===== src/rtl/display_scan_ctrl.sv =====
// Four-digit seven-segment scan scheduler with per-slot blanking, frame-aligned display latch and leading-zero blanking.
// Outputs are registered and track the slot counter after each edge; there is no backpressure, and load is a fire-and-forget strobe.
module display_scan_ctrl #(
    parameter int SCAN_DIV     = 1024,
    parameter int BLANK_CYCLES = 16
) (
    input  logic        clk,
    input  logic        rst_n,
    input  logic [15:0] digits_in,
    input  logic [3:0]  dp_in,
    input  logic        lz_blank,
    input  logic        load,
    output logic [3:0]  an,
    output logic [6:0]  seg,
    output logic        dp,
    output logic        frame_done
);

    localparam int CW = (SCAN_DIV > 1) ? $clog2(SCAN_DIV) : 1;
    localparam logic [CW-1:0] CNT_MAX = CW'(SCAN_DIV - 1);

    typedef enum logic {ST_BLANK, ST_DRIVE} state_t;

    state_t      state, state_nxt;
    logic [CW-1:0] cnt, cnt_nxt;
    logic [1:0]  idx, idx_nxt;
    logic        cnt_wrap, boundary;

    logic [15:0] disp_dig, disp_dig_nxt, pend_dig, pend_dig_nxt;
    logic [3:0]  disp_dp, disp_dp_nxt, pend_dp, pend_dp_nxt;
    logic        pend_vld, pend_vld_nxt;

    logic [3:0]  an_nxt;
    logic [6:0]  seg_nxt;
    logic        dp_nxt;
    logic [3:0]  nib;
    logic        lz_hide;

    function automatic logic [6:0] hex_decode(input logic [3:0] v);
        case (v)
            4'h0: hex_decode = 7'h40;
            4'h1: hex_decode = 7'h79;
            4'h2: hex_decode = 7'h24;
            4'h3: hex_decode = 7'h30;
            4'h4: hex_decode = 7'h19;
            4'h5: hex_decode = 7'h12;
            4'h6: hex_decode = 7'h02;
            4'h7: hex_decode = 7'h78;
            4'h8: hex_decode = 7'h00;
            4'h9: hex_decode = 7'h10;
            4'hA: hex_decode = 7'h08;
            4'hB: hex_decode = 7'h03;
            4'hC: hex_decode = 7'h46;
            4'hD: hex_decode = 7'h21;
            4'hE: hex_decode = 7'h06;
            default: hex_decode = 7'h0E;
        endcase
    endfunction

    // State register plus all datapath/output registers.
    always_ff @(posedge clk) begin
        if (!rst_n) begin
            state      <= ST_BLANK;
            cnt        <= '0;
            idx        <= 2'd0;
            disp_dig   <= 16'h0;
            disp_dp    <= 4'h0;
            pend_dig   <= 16'h0;
            pend_dp    <= 4'h0;
            pend_vld   <= 1'b0;
            an         <= 4'b1111;
            seg        <= 7'h7F;
            dp         <= 1'b1;
            frame_done <= 1'b0;
        end else begin
            state      <= state_nxt;
            cnt        <= cnt_nxt;
            idx        <= idx_nxt;
            disp_dig   <= disp_dig_nxt;
            disp_dp    <= disp_dp_nxt;
            pend_dig   <= pend_dig_nxt;
            pend_dp    <= pend_dp_nxt;
            pend_vld   <= pend_vld_nxt;
            an         <= an_nxt;
            seg        <= seg_nxt;
            dp         <= dp_nxt;
            frame_done <= boundary;
        end
    end

    // Next-state: counters, slot phase and the pending/display hand-off.
    always_comb begin
        cnt_wrap     = (cnt == CNT_MAX);
        cnt_nxt      = cnt_wrap ? '0 : cnt + 1'b1;
        idx_nxt      = cnt_wrap ? idx + 2'd1 : idx;
        boundary     = cnt_wrap && (idx == 2'd3);
        state_nxt    = (int'(cnt_nxt) < BLANK_CYCLES) ? ST_BLANK : ST_DRIVE;

        pend_dig_nxt = load ? digits_in : pend_dig;
        pend_dp_nxt  = load ? dp_in : pend_dp;
        pend_vld_nxt = boundary ? 1'b0 : (load | pend_vld);

        disp_dig_nxt = disp_dig;
        disp_dp_nxt  = disp_dp;
        if (boundary) begin
            if (load) begin
                disp_dig_nxt = digits_in;
                disp_dp_nxt  = dp_in;
            end else if (pend_vld) begin
                disp_dig_nxt = pend_dig;
                disp_dp_nxt  = pend_dp;
            end
        end
    end

    // Output decode is taken from next-state values so the registered pins line up with cnt/idx.
    always_comb begin
        nib = disp_dig_nxt[idx_nxt*4 +: 4];
        case (idx_nxt)
            2'd3:    lz_hide = (disp_dig_nxt[15:12] == 4'h0);
            2'd2:    lz_hide = (disp_dig_nxt[15:8] == 8'h0);
            2'd1:    lz_hide = (disp_dig_nxt[15:4] == 12'h0);
            default: lz_hide = 1'b0;
        endcase
        lz_hide = lz_hide & lz_blank;

        an_nxt  = 4'b1111;
        seg_nxt = 7'h7F;
        dp_nxt  = 1'b1;
        if (state_nxt == ST_DRIVE) begin
            dp_nxt = ~disp_dp_nxt[idx_nxt];
            if (!lz_hide) begin
                an_nxt  = ~(4'b0001 << idx_nxt);
                seg_nxt = hex_decode(nib);
            end
        end
    end

endmodule


===== config.mk =====
export PLATFORM = sky130hd
export DESIGN_NAME = display_scan_ctrl
export DESIGN_NICKNAME = d
export VERILOG_FILES = /design/src/rtl/display_scan_ctrl.sv
export SDC_FILE = /design/constraint.sdc
export NUM_CORES = 1
export LEC_CHECK = 0
export BUFFER_PORTS_ARGS = -buffer_cell sky130_fd_sc_hd__clkbuf_2
export CAP_MARGIN = 20
export CORE_UTILIZATION = 62
export DETAILED_ROUTE_END_ITERATION = 6
export PLACE_DENSITY = 0.93
export SLEW_MARGIN = 30
export SYNTH_ARGS = -nofsm -noshare
export SYNTH_HDL_FRONTEND = slang
export SYNTH_SLANG_ARGS = --single-unit

===== constraint.sdc =====
create_clock -name clk -period 7.3 [get_ports clk]
set_clock_uncertainty 0.05 [all_clocks]
set_input_delay 1.095 -clock clk [delete_from_list [all_inputs] [get_ports clk]]
set_output_delay 1.095 -clock clk [all_outputs]
set_load 0.01 [all_outputs]

# After elaboration in Yosys (flattened, before gate mapping)
# Memories as Yosys holds them, arrays and structs flattened. A register that Yosys moved wholly into a read port is not among the register bits.
# Index checks and enable logic that the tools add are counted.
# W data, S select, Z words.
dict set report totals {
  ff_bits 59
  mem_bits_ro 112
  in_bits 24
  word_cells 45
  memories 1
}
# name depth word_bits rd rd_clocked_by_memory_dff wr line_no
set mem_list {}
lappend mem_list {{(name not given)} 16 7 1 1 0 40} ;# case (v)
dict set report classes {
  addsub 2
  n_lt_le_gt_ge 2
  eq_ne 5
  shifts 2
  mux 11
  bitwise_logic 5
  n_reduce_logical 7
}
# op count
set ops {}
lappend ops {{$mux W16} 3}
lappend ops {{$shiftx A16 B5 Y4} 1}
lappend ops {{$logic_not A12 Y1} 1}
lappend ops {{$mux W4} 3}
lappend ops {{$add A10 B1 Y10 const B} 1}
lappend ops {{$eq A10 B10 Y1 const B} 1}
lappend ops {{$lt A10 B5 Y1 const B} 1}
lappend ops {{$mux W10} 1}
lappend ops {{$logic_not A8 Y1} 1}
lappend ops {{$eq A2 B2 Y1 const B} 3}
lappend ops {{$logic_not A4 Y1} 1}
lappend ops {{$not A4 Y4} 1}
lappend ops {{$reduce_or A2 Y1} 2}
lappend ops {{$shl A1 B2 Y4 const A} 1}
lappend ops {{$lt A2 B3 Y1 const B} 1}
lappend ops {{$pmux W1 S3} 1}
lappend ops {{$reduce_or A3 Y1} 1}
lappend ops {{$add A2 B1 Y2 const B} 1}
lappend ops {{$bmux W1 S2} 1}
lappend ops {{$eq A2 B1 Y1 const B} 1}
lappend ops {{$mux W2} 1}
lappend ops {{$not A1 Y1} 2}
lappend ops {{$and A1 B1 Y1} 1}
lappend ops {{$logic_and A1 B1 Y1} 1}
lappend ops {{other kinds (2)} 2}

# Depth between registers and ports, before layout
# Gate-level depths: netlist of run 1.
dict set report depth {
  ltp_word 7
  ltp_mapped 15
}

# Worst setup path before layout of run 1
# Ideal clock, no wire load.
dict set report synth_path {
  kind {input -> register}
  from {input load}
  to {register seg[6]}
  arrival_ns 3.023
  setup_slack_ns 4.105
  stages 8
  n_path_buf 1
  cell_sequence {inv_1 clkbuf_1 a21o_1 nor2_1 or4_4 ha_1 mux2_2 a221o_1}
}
dict set report synth_via {
  elab_chain_len 6
  word_cells_on_any_way 9
  classes_between {shift: 1; mux: 3; bitwise: 1; reduce/logical: 4}
}
# item line_no
set synth_lines {}
lappend synth_lines {{start: declaration} 12} ;# input logic load,
lappend synth_lines {{$mux W16 (*)} 106} ;# if (load) begin
lappend synth_lines {{$mux W16 (*)} 105} ;# if (boundary) begin
lappend synth_lines {{$logic_not A12 Y1 (tied with other cells)} 122} ;# 2'd1: lz_hide = (disp_dig_nxt[15:4] == 12'h0);
lappend synth_lines {{$pmux W1 S3} 119} ;# case (idx_nxt)
lappend synth_lines {{$and A1 B1 Y1} 125} ;# lz_hide = lz_hide & lz_blank;
lappend synth_lines {{$reduce_or A3 Y1 (no source line)} --}
lappend synth_lines {{end: declaration} 14} ;# output logic [6:0] seg,
# Mark *: on every way between the ends. The rest lies on a longest branch, timed or not.
# A chain may end at the register's enable or synchronous reset.

# Worst setup path in the final report of run 1
# Same ends and word-level chain as after synthesis.

==> results.json, run 1 <==
{
  "clk_pin_slew_ps": 60,
  "ys_ff_latch": 66,
  "ios": 37,
  "maxSlewViolCount": 0,
  "area_delta_synth_final_pct": 11.9,
  "hold_path.class": "reg2reg",
  "path_max_fanout": 30,
  "gp_congestion": 0.893,
  "die_x_microns": 74.6,
  "rows": 26,
  "synth-adder-area-share_pct": 3.06,
  "fin_crit_ps": 4100,
  "clkLatencyLatePin_ps": 350,
  "wl_per_cell_microns": 17.3,
  "syn_area_sq_um": 3270,
  "clock.fmax_ghz": 0.244,
  "synth-edff-count": 0,
  "cts_resized": 0,
  "diodes": 0,
  "hold_buffers": 0,
  "leakagePower_nw": 1.46,
  "synthMuxAreaShare_pct": 8.30,
  "outcome": "finished clean",
  "core_area_sq_um": 5110,
  "top_layer_used": "met4",
  "path_delay_family": "simple AND/OR/NAND/NOR gates",
  "tns_ps": 0,
  "required_ps": 7480,
  "grt_pass1_vias": 2741,
  "antenna_found_initial": 0,
  "synth.largest_area_cell": "dfxtp_1",
  "grt_start_max_net_pins": 41,
  "hold_violations": 0,
  "synth.distinct_cells": 59,
  "holdPathStages": 1,
  "seq_area_frac_synth_pct": 40.4,
  "synth_ff_type": "dfxtp_1",
  "synthSimpleGateAreaFrac_pct": 20.4,
  "r2r_cells": 9,
  "drt_pre_antenna_iters": 5,
  "initial_core_util_pct": 64.0,
  "critPathMaxStageDelay_ps": 690,
  "arrival_ps": 4270,
  "fin_crit_sh_pct": 56.1,
  "worst-path-stages": 9,
  "relSlewSlack_pct": 38.3,
  "grt-ovfl-total": 0,
  "clock-sinks": 66,
  "detail_route.wirelength_mm": 7.91,
  "grt_pass1_wl_mm": 12.5,
  "synth_top_area_share_pct": 40.4,
  "cts_max_level": 3,
  "hpwl_mm": 5.23,
  "drt-initial-drc-count": 228,
  "synth_cells": 355,
  "drt-met1-wl_mm": 3.21,
  "synth.most_common_cell": "dfxtp_1",
  "drive_gt1_share_pct": 18.8,
  "synth.area.top_cells": "dfxtp_1, mux2i_1, nor2_1",
  "worstSetupPathType": "in2reg",
  "nNetsFinal": 415,
  "cts_tree": "done",
  "detailed_place.area_sq_um": 3430,
  "met3_wirelength_microns": 564,
  "synth_compound_area_share_pct": 20.1,
  "dr_wl_met2_mm": 3.84,
  "holdWs_ps": 415,
  "critical_path.endpoint_type": "flop",
  "die_area_sq_um": 5570,
  "grt_use_total_pct": 30.3,
  "synthTopCellsByCount": "dfxtp_1, nor2_1, o22ai_1",
  "worst_pin_slew_ps": 925,
  "peakVddDrop_v": 0.000167,
  "port-buffer-count": 36,
  "maxCapViolations": 0,
  "stdcell_area_sq_um": 3660,
  "cts_buffer_depth": 2,
  "worstSetupStartpointType": "input port",
  "root_buffer": "clkbuf_8",
  "crit_buf_inv": 1,
  "nFillCells": 407,
  "syn_area_per_cell_sq_um": 9.21,
  "drc_errors": 0,
  "synth.net_count": 387,
  "powerDensity_nw_per_um2": 207,
  "vias": 2887,
  "antenna_left": 0,
  "worstPathCellList": "clkbuf_2 > nand4_4 > o22a_1 > o21ai_2 > nor2_1 > or4_4 > ha_1 > mux2_2 > a221o_1",
  "post_cts_buffers": 0,
  "synth_warnings": 0,
  "cts_made_buffers": 9,
  "setup_viol": 0,
  "critPathSlowestCell": "clkbuf_2",
  "drt-vias-per-instance": 6.30,
  "die_y_microns": 74.6,
  "synth_top_family_by_area": "simple AND/OR/NAND/NOR gates",
  "synth-xor-area-share_pct": 2.41,
  "rsz0062_at_grt": "false",
  "synthArstFlopShare_pct": 0
}
-- per-layer routing --
layer / global-route usage [%] / up-vias
met5: 0 / -
met2: 50.8 / 141
met1: 34.9 / 1364
met4: 15.9 / 0
li1: - / 1347
met3: 9.10 / 35
-- placed cells by master, fill, tap and decap left out, types with 2 or more instances in the layout --
master / Yosys / layout
nor3_1: 3 / 3
nor4_1: 5 / 5
nor2b_1: 4 / 4
o211ai_1: 3 / 3
a221o_1: 3 / 3
nand4_1: 5 / 5
mux2i_1: 22 / 22
o22a_1: 10 / 10
nand2_1: 8 / 8
nand3_1: 7 / 7
o22ai_1: 26 / 26
and3_1: 6 / 6
bufinv_16: 0 / 2
inv_1: 10 / 10
clkbuf_8: 0 / 10
a21oi_1: 6 / 6
xnor2_1: 6 / 6
a21o_1: 8 / 8
buf_4: 2 / 3
o21ai_0: 14 / 14
and2_1: 6 / 6
nor2_1: 58 / 58
o221ai_1: 2 / 2
clkinv_2: 0 / 2
clkbuf_2: 0 / 36
o31ai_1: 2 / 2
ha_1: 8 / 8
nand4_4: 3 / 3
mux2_2: 2 / 2
nand2b_1: 6 / 6
a211o_1: 4 / 4
xor2_1: 3 / 3
dfxtp_1: 66 / 66
-- power breakdown --
group | internal [mW] | total, mW | switching, mW | leakage, nW
Sequential | 0.368 | 0.374 | 0.00560 | 0.537
Clock | 0.200 | 0.337 | 0.137 | 0.109
Combinational | 0.0193 | 0.0461 | 0.0268 | 0.817
-- registers in the layout, indices dropped and copies added, names as in the netlist --
register / cells
cnt: 10
dp: 1
idx: 2
frame_done: 1
disp_dp: 4
disp_dig: 16
pend_vld: 1
seg: 7
pend_dig: 16
an: 4
pend_dp: 4
-- per-stage QoR --
stage                     cells  setup slack, ps  power (mW)  util [%]
final                       458             3200       0.757      71.6
after global routing        458             3050       0.780      71.6
after CTS                   457             3240       0.760      71.4
after detailed placement    441             2900       0.427      67.1
after global placement      441             2970       0.425      67.1
after floorplan             355             4110       0.411         -
-- final timing paths --
path,start,end,slack [ps]
max,load,seg[6]$_SDFF_PP1_,3200
min,cnt[0]$_SDFF_PP0_,cnt[0]$_SDFF_PP0_,420
max reg2reg,cnt[0]$_SDFF_PP0_,seg[6]$_SDFF_PP1_,3640
min reg2reg,cnt[0]$_SDFF_PP0_,cnt[0]$_SDFF_PP0_,420
-- logic make-up after synthesis --
kind of cell | after synthesis
compound gates | 90
xor+xnor | 9
fa+ha+maj | 8
buf+inv | 34
flops | 66
mux | 26
simple gates | 122
-- worst reg2reg max path: stages, from the launching register on --
cell	delay [ps]
dfxtp_1	370
ha_1	280
and4_1	450
a311oi_1	150
a31oi_1	630
nor2_1	120
or4_4	610
ha_1	260
mux2_2	280
a221o_1	350
-- final cells by class --
class                   instances  area, sq um  area share, %
clock buffers                  11          141           3.86
repair buffers                 40          214           5.85
clock inverters                 5         77.6           2.12
multi-input cells             255         1780           48.5
flip-flops and latches         66         1320           36.1
inverters                      11         41.3           1.13
well taps                      70         87.6           2.39
Note: power is estimated with default switching activity, not from simulation.
==> inputs of run 2 (changes only) <==
- ABC_AREA: default -> 1
- CORE_UTILIZATION: 62 -> 58
- PLACE_DENSITY: 0.93 -> 0.88
- clock period: 7.3 -> 3.8 ns (I/O delays scaled with it)
==> run 2 against run 1 <==
  * Wire length decreased by 4.1%
  * Area after synthesis up 2.0%
  * Sequential power rose by 91%
  * Synthesized cell count rose by 39%
  * Die area increased by 8.7%
  * Worst setup slack got worse by 2200 ps
  * Global-route usage shrank 2.9 points
  * Count of clock-buffer cells in the layout is 2 lower
  * Critical path depth up 5
  * Combinational power up 61%
  * Hold slack worse by 0.52 ps
  * Cell count is 32% higher
  * Highest routed layer unchanged
==> results.json, run 2 <==
{
  "rows": 27,
  "critPathLaunch": "pend_vld$_SDFF_PP0_",
  "synth_top_area_share_pct": 39.6,
  "crit_end": "seg[6]$_SDFF_PP1_",
  "mostFrequentLayoutCells": "nand2_1, dfxtp_1, clkbuf_2",
  "reg2reg_to": "seg[6]$_SDFF_PP1_",
  "clk_pin_slew_ps": 70,
  "drt-initial-drc-count": 196,
  "post_cts_buffers": 0,
  "powerDensity_nw_per_um2": 398,
  "synth.largest_area_cell": "dfxtp_1",
  "largestRegisters": "disp_dig: 16 flops, pend_dig: 16 flops, cnt: 10 flops",
  "synth.distinct_cells": 29,
  "grt_pass1_vias": 2960,
  "seq_area_frac_synth_pct": 39.6,
  "reg2reg_from": "pend_vld$_SDFF_PP0_",
  "combinationalPowerShare_pct": 4.9,
  "gp_congestion": 0.854,
  "arrival_ps": 2970,
  "root_buffer": "clkbuf_8",
  "worst_pin_slew_ps": 887,
  "grt_pass1_wl_mm": 13.1,
  "clkLatencyLatePin_ps": 350,
  "synthTopCellsByCount": "nand2_1, dfxtp_1, nor2_1",
  "swShare_pct": 22.6,
  "peakVddDrop_v": 0.000289,
  "area_delta_synth_final_pct": 13.7,
  "clock-sinks": 66,
  "diodes": 0,
  "dpl_worst_slack_ps": 923,
  "final_core_util_pct": 68.4,
  "hold_buffers": 0,
  "hold_violations": 0,
  "power.share.clock_pct": 47.7,
  "setup_viol": 0,
  "critPathSlowestCell": "dfxtp_1",
  "maxSlewViolCount": 0,
  "cts_max_level": 3,
  "p_seq_share_pct": 47.4,
  "fin_crit_sh_pct": 74.3,
  "grt_start_max_net_pins": 49,
  "synth_cells": 494,
  "critPathMaxStageDelay_ps": 640,
  "worstSetupStartpointType": "flop",
  "r2r_slack_ps": 980,
  "die_x_microns": 77.8,
  "detail_route.wirelength_mm": 7.59,
  "crit_top_cell": "nand2_1",
  "rsz0062_at_grt": "false",
  "leakagePower_nw": 1.88,
  "critical_path.endpoint_type": "flop",
  "wl_per_cell_microns": 12.5,
  "relSlewSlack_pct": 40.6,
  "clock.fmax_ghz": 0.354,
  "drt-vias-per-instance": 5.31,
  "syn_area_sq_um": 3330,
  "tns_ps": 0,
  "antenna_left": 0,
  "die_y_microns": 77.8,
  "drc_errors": 0,
  "synth_warnings": 0,
  "die_area_sq_um": 6060,
  "synth.most_common_cell": "nand2_1",
  "worstPathCellList": "inv_1 > nand2_1 > nand2_1 > a21boi_0 > o21ai_0 > nand2_1 > nand2_1 > nor2_2 > inv_1 > ha_1 > nand2_1 > nand2_1 > nand2_1 > nand3_2",
  "cts_tree": "done",
  "cts_made_buffers": 9,
  "outcome": "finished clean",
  "min_from": "pend_dig[0]$_SDFFE_PN0P_",
  "cts_resized": 0,
  "drive_gt1_share_pct": 15.6,
  "synth.net_count": 526,
  "port-buffer-count": 36,
  "path_max_fanout": 20,
  "antenna_found_initial": 0,
  "holdWs_ps": 415,
  "fin_crit_ps": 2820,
  "synth-edff-count": 0,
  "initial_core_util_pct": 60.2,
  "required_ps": 3950,
  "synthArstFlopShare_pct": 0,
  "drt_pre_antenna_iters": 5,
  "worstSetupPathType": "reg2reg",
  "finalWorstSetupSlack_ps": 978,
  "maxCapViolations": 0,
  "final_common_cell": "nand2_1",
  "syn_area_per_cell_sq_um": 6.75,
  "synth_ff_type": "dfxtp_1",
  "grt-ovfl-total": 0,
  "hpwl_mm": 5.26,
  "hold_path.class": "reg2reg",
  "ys_ff_latch": 66,
  "ios": 37,
  "grt_use_total_pct": 27.4,
  "vias": 3213,
  "nNetsFinal": 560,
  "cts_buffer_depth": 2,
  "core_area_sq_um": 5540,
  "synth.area.top_cells": "dfxtp_1, nand2_1, a21oi_1",
  "p_sw_mw": 0.341,
  "r2r_cells": 14,
  "intPower_mw": 1.17
}
-- run 2: changes by cell type after synthesis, sizes merged, moves of 7 or more --
cell    previous run  this run
nand3              8        31
mux2i             23         0
a21oi              6        29
nand2              8       223
o22a              10         0
a21o               8         0
inv               11        37
a21boi             0         7
o22ai             26         0
nor2              58        44
-- run 2: worst min path at each step --
stage | endpoint | cells after the start
floorplan | cnt[0]$_SDFF_PP0_ | 1
global placement | cnt[0]$_SDFF_PP0_ | 1
detailed placement | pend_dig[2]$_SDFFE_PN0P_ | 2
CTS | pend_dig[2]$_SDFFE_PN0P_ | 2
global route | pend_dig[13]$_SDFFE_PN0P_ | 2
finish | pend_dig[0]$_SDFFE_PN0P_ | 2
-- run 2: cells by family (layout without fill, tap and decap cells) --
family | after synthesis | after routing | synth area share (%)
AND/OR/NAND/NOR | 307 | 307 | 40.5
flip-flops | 66 | 66 | 39.6
AO/OA/AOI/OAI | 57 | 57 | 9.64
buffers and inverters | 54 | 93 | 6.72
adder cells (fa/ha/maj) | 8 | 8 | 3.00
XOR/XNOR | 2 | 2 | 0.525
-- run 2: through the flow --
step / area, sq um / power (mW) / instances
global route: 3790 / 1.56 / 605
detailed placement: 3550 / 0.805 / 589
global placement: 3550 / 0.802 / 589
floorplan: 3330 / 0.779 / 494
finish: 3790 / 1.51 / 605
CTS: 3790 / 1.51 / 605
-- run 2: metal layers --
layer / vias to the layer above / share of wire, % / track usage [%] / routed length (microns)
met2: 127 / 46 / 41.9 / 3460
met3: 23 / 5.8 / 4.82 / 438
met1: 1441 / 46 / 35.8 / 3460
met5: - / 0 / 0 / 0
li1: 1622 / - / - / -
met4: 0 / 3.1 / 16.8 / 233
-- run 2: worst max-delay path, delay by kind of cell (launching register included) --
kind            cells  cell delay (ps)
simple gates        9              900
flops               1              640
buf+inv             2              570
compound gates      2              280
fa+ha+maj           1              240
-- run 2: power by group through the flow --
stage,sequential (mW),combinational [mW],clock (mW)
after floorplan,0.728,0.0507,0
after global placement,0.731,0.0712,0
after detailed placement,0.732,0.0732,0
after CTS,0.716,0.0735,0.725
after global routing,0.717,0.0832,0.756
final,0.716,0.0741,0.720
-- run 2: cell type report --
type / count / area [sq um]
sequential: 66 / 1320
multi-input combinational: 374 / 1790
inverter: 37 / 139
timing repair buffer: 40 / 210
tap: 72 / 90.1
clock inverter: 7 / 118
clock buffer: 9 / 124
fill: 477 / 1750
==> inputs of run 3 (changes only) <==
- clock period: 3.8 -> 2.8 ns (I/O delays scaled with it)
==> run 3 against run 2 <==
  * Wire length fell by 4.8%
  * Total power rose by 33%
  * Die area did not move
  * Critical path depth rose by 3
  * Global-route usage fell by 1.4 points
  * Critical path type unchanged
  * Register-to-register slack got worse by 700 ps
  * Via count fell by 1.5%
  * Largest cell class unchanged
  * Cell area rose by 2.6%
  * Combinational power rose by 44%
  * Worst setup slack got worse by 700 ps
  * Fmax rose by 12%
  * First-iteration DRC count rose by 33%
==> results.json, run 3 (synthesized netlist as in run 2, its figures left out) <==
{
  "outcome": "finished clean",
  "relSlewSlack_pct": 62.7,
  "clock-sinks": 66,
  "leakagePower_nw": 1.94,
  "hpwl_mm": 5.09,
  "drt_pre_antenna_iters": 7,
  "min_from": "digits_in[9]",
  "critPathSlowestCell": "dfxtp_1",
  "largestRegisters": "disp_dig: 16 flops, pend_dig: 16 flops, cnt: 10 flops",
  "fin_crit_ps": 2520,
  "crit_top_cell": "nand2_1",
  "cts_made_buffers": 9,
  "hold_violations": 0,
  "cts_tree": "done",
  "hold_buffers": 0,
  "cts_max_level": 3,
  "final_core_util_pct": 70.2,
  "drive_gt1_share_pct": 17.1,
  "reg2reg_to": "seg[3]$_SDFF_PP1_",
  "detailed_place.area_sq_um": 3620,
  "grt_pass1_vias": 2826,
  "drc_errors": 0,
  "nFillCells": 455,
  "vias": 3164,
  "r2r_cells": 17,
  "nNetsFinal": 570,
  "worstSetupPathType": "reg2reg",
  "area_delta_synth_final_pct": 16.6,
  "ios": 37,
  "mostFrequentLayoutCells": "nand2_1, dfxtp_1, clkbuf_2",
  "cts_buffer_depth": 2,
  "r2r_slack_ps": 280,
  "arrival_ps": 2770,
  "worst_pin_slew_ps": 559,
  "rows": 27,
  "grt_pass1_wl_mm": 12.3,
  "core_area_sq_um": 5540,
  "initial_core_util_pct": 60.2,
  "antenna_left": 0,
  "port-buffer-count": 36,
  "setup_viol": 0,
  "clkLatencyLatePin_ps": 340,
  "clk_pin_slew_ps": 70,
  "tns_ps": 0,
  "antenna_found_initial": 0,
  "detail_route.wirelength_mm": 7.22,
  "worstSetupStartpointType": "flop",
  "critPathMaxStageDelay_ps": 360,
  "rsz0062_at_grt": "false",
  "holdWs_ps": 272,
  "reg2reg_from": "cnt[0]$_SDFF_PP0_",
  "path_max_fanout": 10,
  "powerDensity_nw_per_um2": 517,
  "stdcell_area_sq_um": 3890,
  "gp_congestion": 0.873,
  "drt-vias-per-instance": 5.14,
  "maxSlewViolCount": 0,
  "die_x_microns": 77.8,
  "multi_input_area_sq_um": 1800,
  "holdPathEnd": "pend_dig[9]$_SDFFE_PN0P_",
  "diodes": 0,
  "worstPathCellList": "ha_1 > nand2_2 > nor2_8 > nand3_4 > nor2_8 > buf_4 > nand2_1 > nand2_1 > nand2_1 > nand2_1 > inv_1 > nand2_1 > ha_1 > inv_1 > nand2_1 > nand3_1 > nand3_2",
  "clock.fmax_ghz": 0.397,
  "hold_path.class": "in2reg",
  "fin_crit_sh_pct": 90.1,
  "holdPathStages": 3,
  "final_common_cell": "nand2_1",
  "critical_path.endpoint_type": "flop",
  "finalPower_mw": 2.01,
  "ff_latch_area_sq_um": 1320,
  "root_buffer": "clkbuf_8",
  "grt-ovfl-total": 0,
  "grt_use_total_pct": 26.0,
  "grt_start_max_net_pins": 48,
  "die_area_sq_um": 6060,
  "required_ps": 3040,
  "drt-initial-drc-count": 260,
  "wl_per_cell_microns": 11.7,
  "peakVddDrop_v": 0.000348,
  "maxCapViolations": 0,
  "die_y_microns": 77.8
}
## run 3: cell count changes in the layout (fill, tap and decap cells not counted), sizes merged
cell	before	now
buf	4	14
clkinvlp	0	1
clkinv	4	1
clkbuf	45	48
bufinv	3	2
## run 3: report_power, final
group | leakage, nW | switching, mW | internal, mW
Sequential | 0.537 | 0.00924 | 0.959
Combinational | 1.29 | 0.0667 | 0.0408
Clock | 0.119 | 0.361 | 0.573
Total | 1.94 | 0.437 | 1.57
## run 3: worst max path at each step
stage | slack (ps) | to | start
CTS | 70 | seg[6]$_SDFF_PP1_ | cnt[0]$_SDFF_PP0_
global placement | 300 | seg[3]$_SDFF_PP1_ | cnt[0]$_SDFF_PP0_
floorplan | 440 | seg[3]$_SDFF_PP1_ | cnt[0]$_SDFF_PP0_
detailed placement | 140 | seg[6]$_SDFF_PP1_ | cnt[0]$_SDFF_PP0_
global route | 4 | seg[6]$_SDFF_PP1_ | cnt[0]$_SDFF_PP0_
finish | 280 | seg[3]$_SDFF_PP1_ | cnt[0]$_SDFF_PP0_
## run 3: final cells by class
type,instances,share of cell area (%)
Timing Repair Buffer,50,7.66
Clock inverter,4,1.87
Tap cell,72,2.32
Inverter,37,3.57
Multi-Input combinational cell,374,46.4
Sequential cell,66,34.0
Clock buffer,12,4.25
## run 3: layer usage
metal,vias to the layer above,wire (microns),GRT usage [%]
li1,1647,-,-
met1,1401,3230,31.5
met2,103,3460,44.2
met3,13,399,4.00
met4,0,135,13.6
met5,-,0,0
## run 3: metrics by stage
step | worst slack (ps) | instances
3_5_place_dp | 138 | 597
2_1_floorplan | 443 | 494
4_1_cts | 74.5 | 613
3_3_place_gp | 298 | 597
5_1_grt | 4.03 | 615
6_report | 278 | 615
## run 3: what timing repair did
| action | 4_1_cts | 5_1_grt |
|---|---|---|
| gates resized for setup | 0 | 2 |
| setup buffers | 0 | 2 |
| endpoints found under the setup margin | 0 | 7 |
## run 3: critical path: cells and delay by family, from the launching register on
kind / cells / cell delay (ps)
buf+inv: 3 / 320
flops: 1 / 360
fa+ha+maj: 2 / 450
simple gates: 12 / 1290
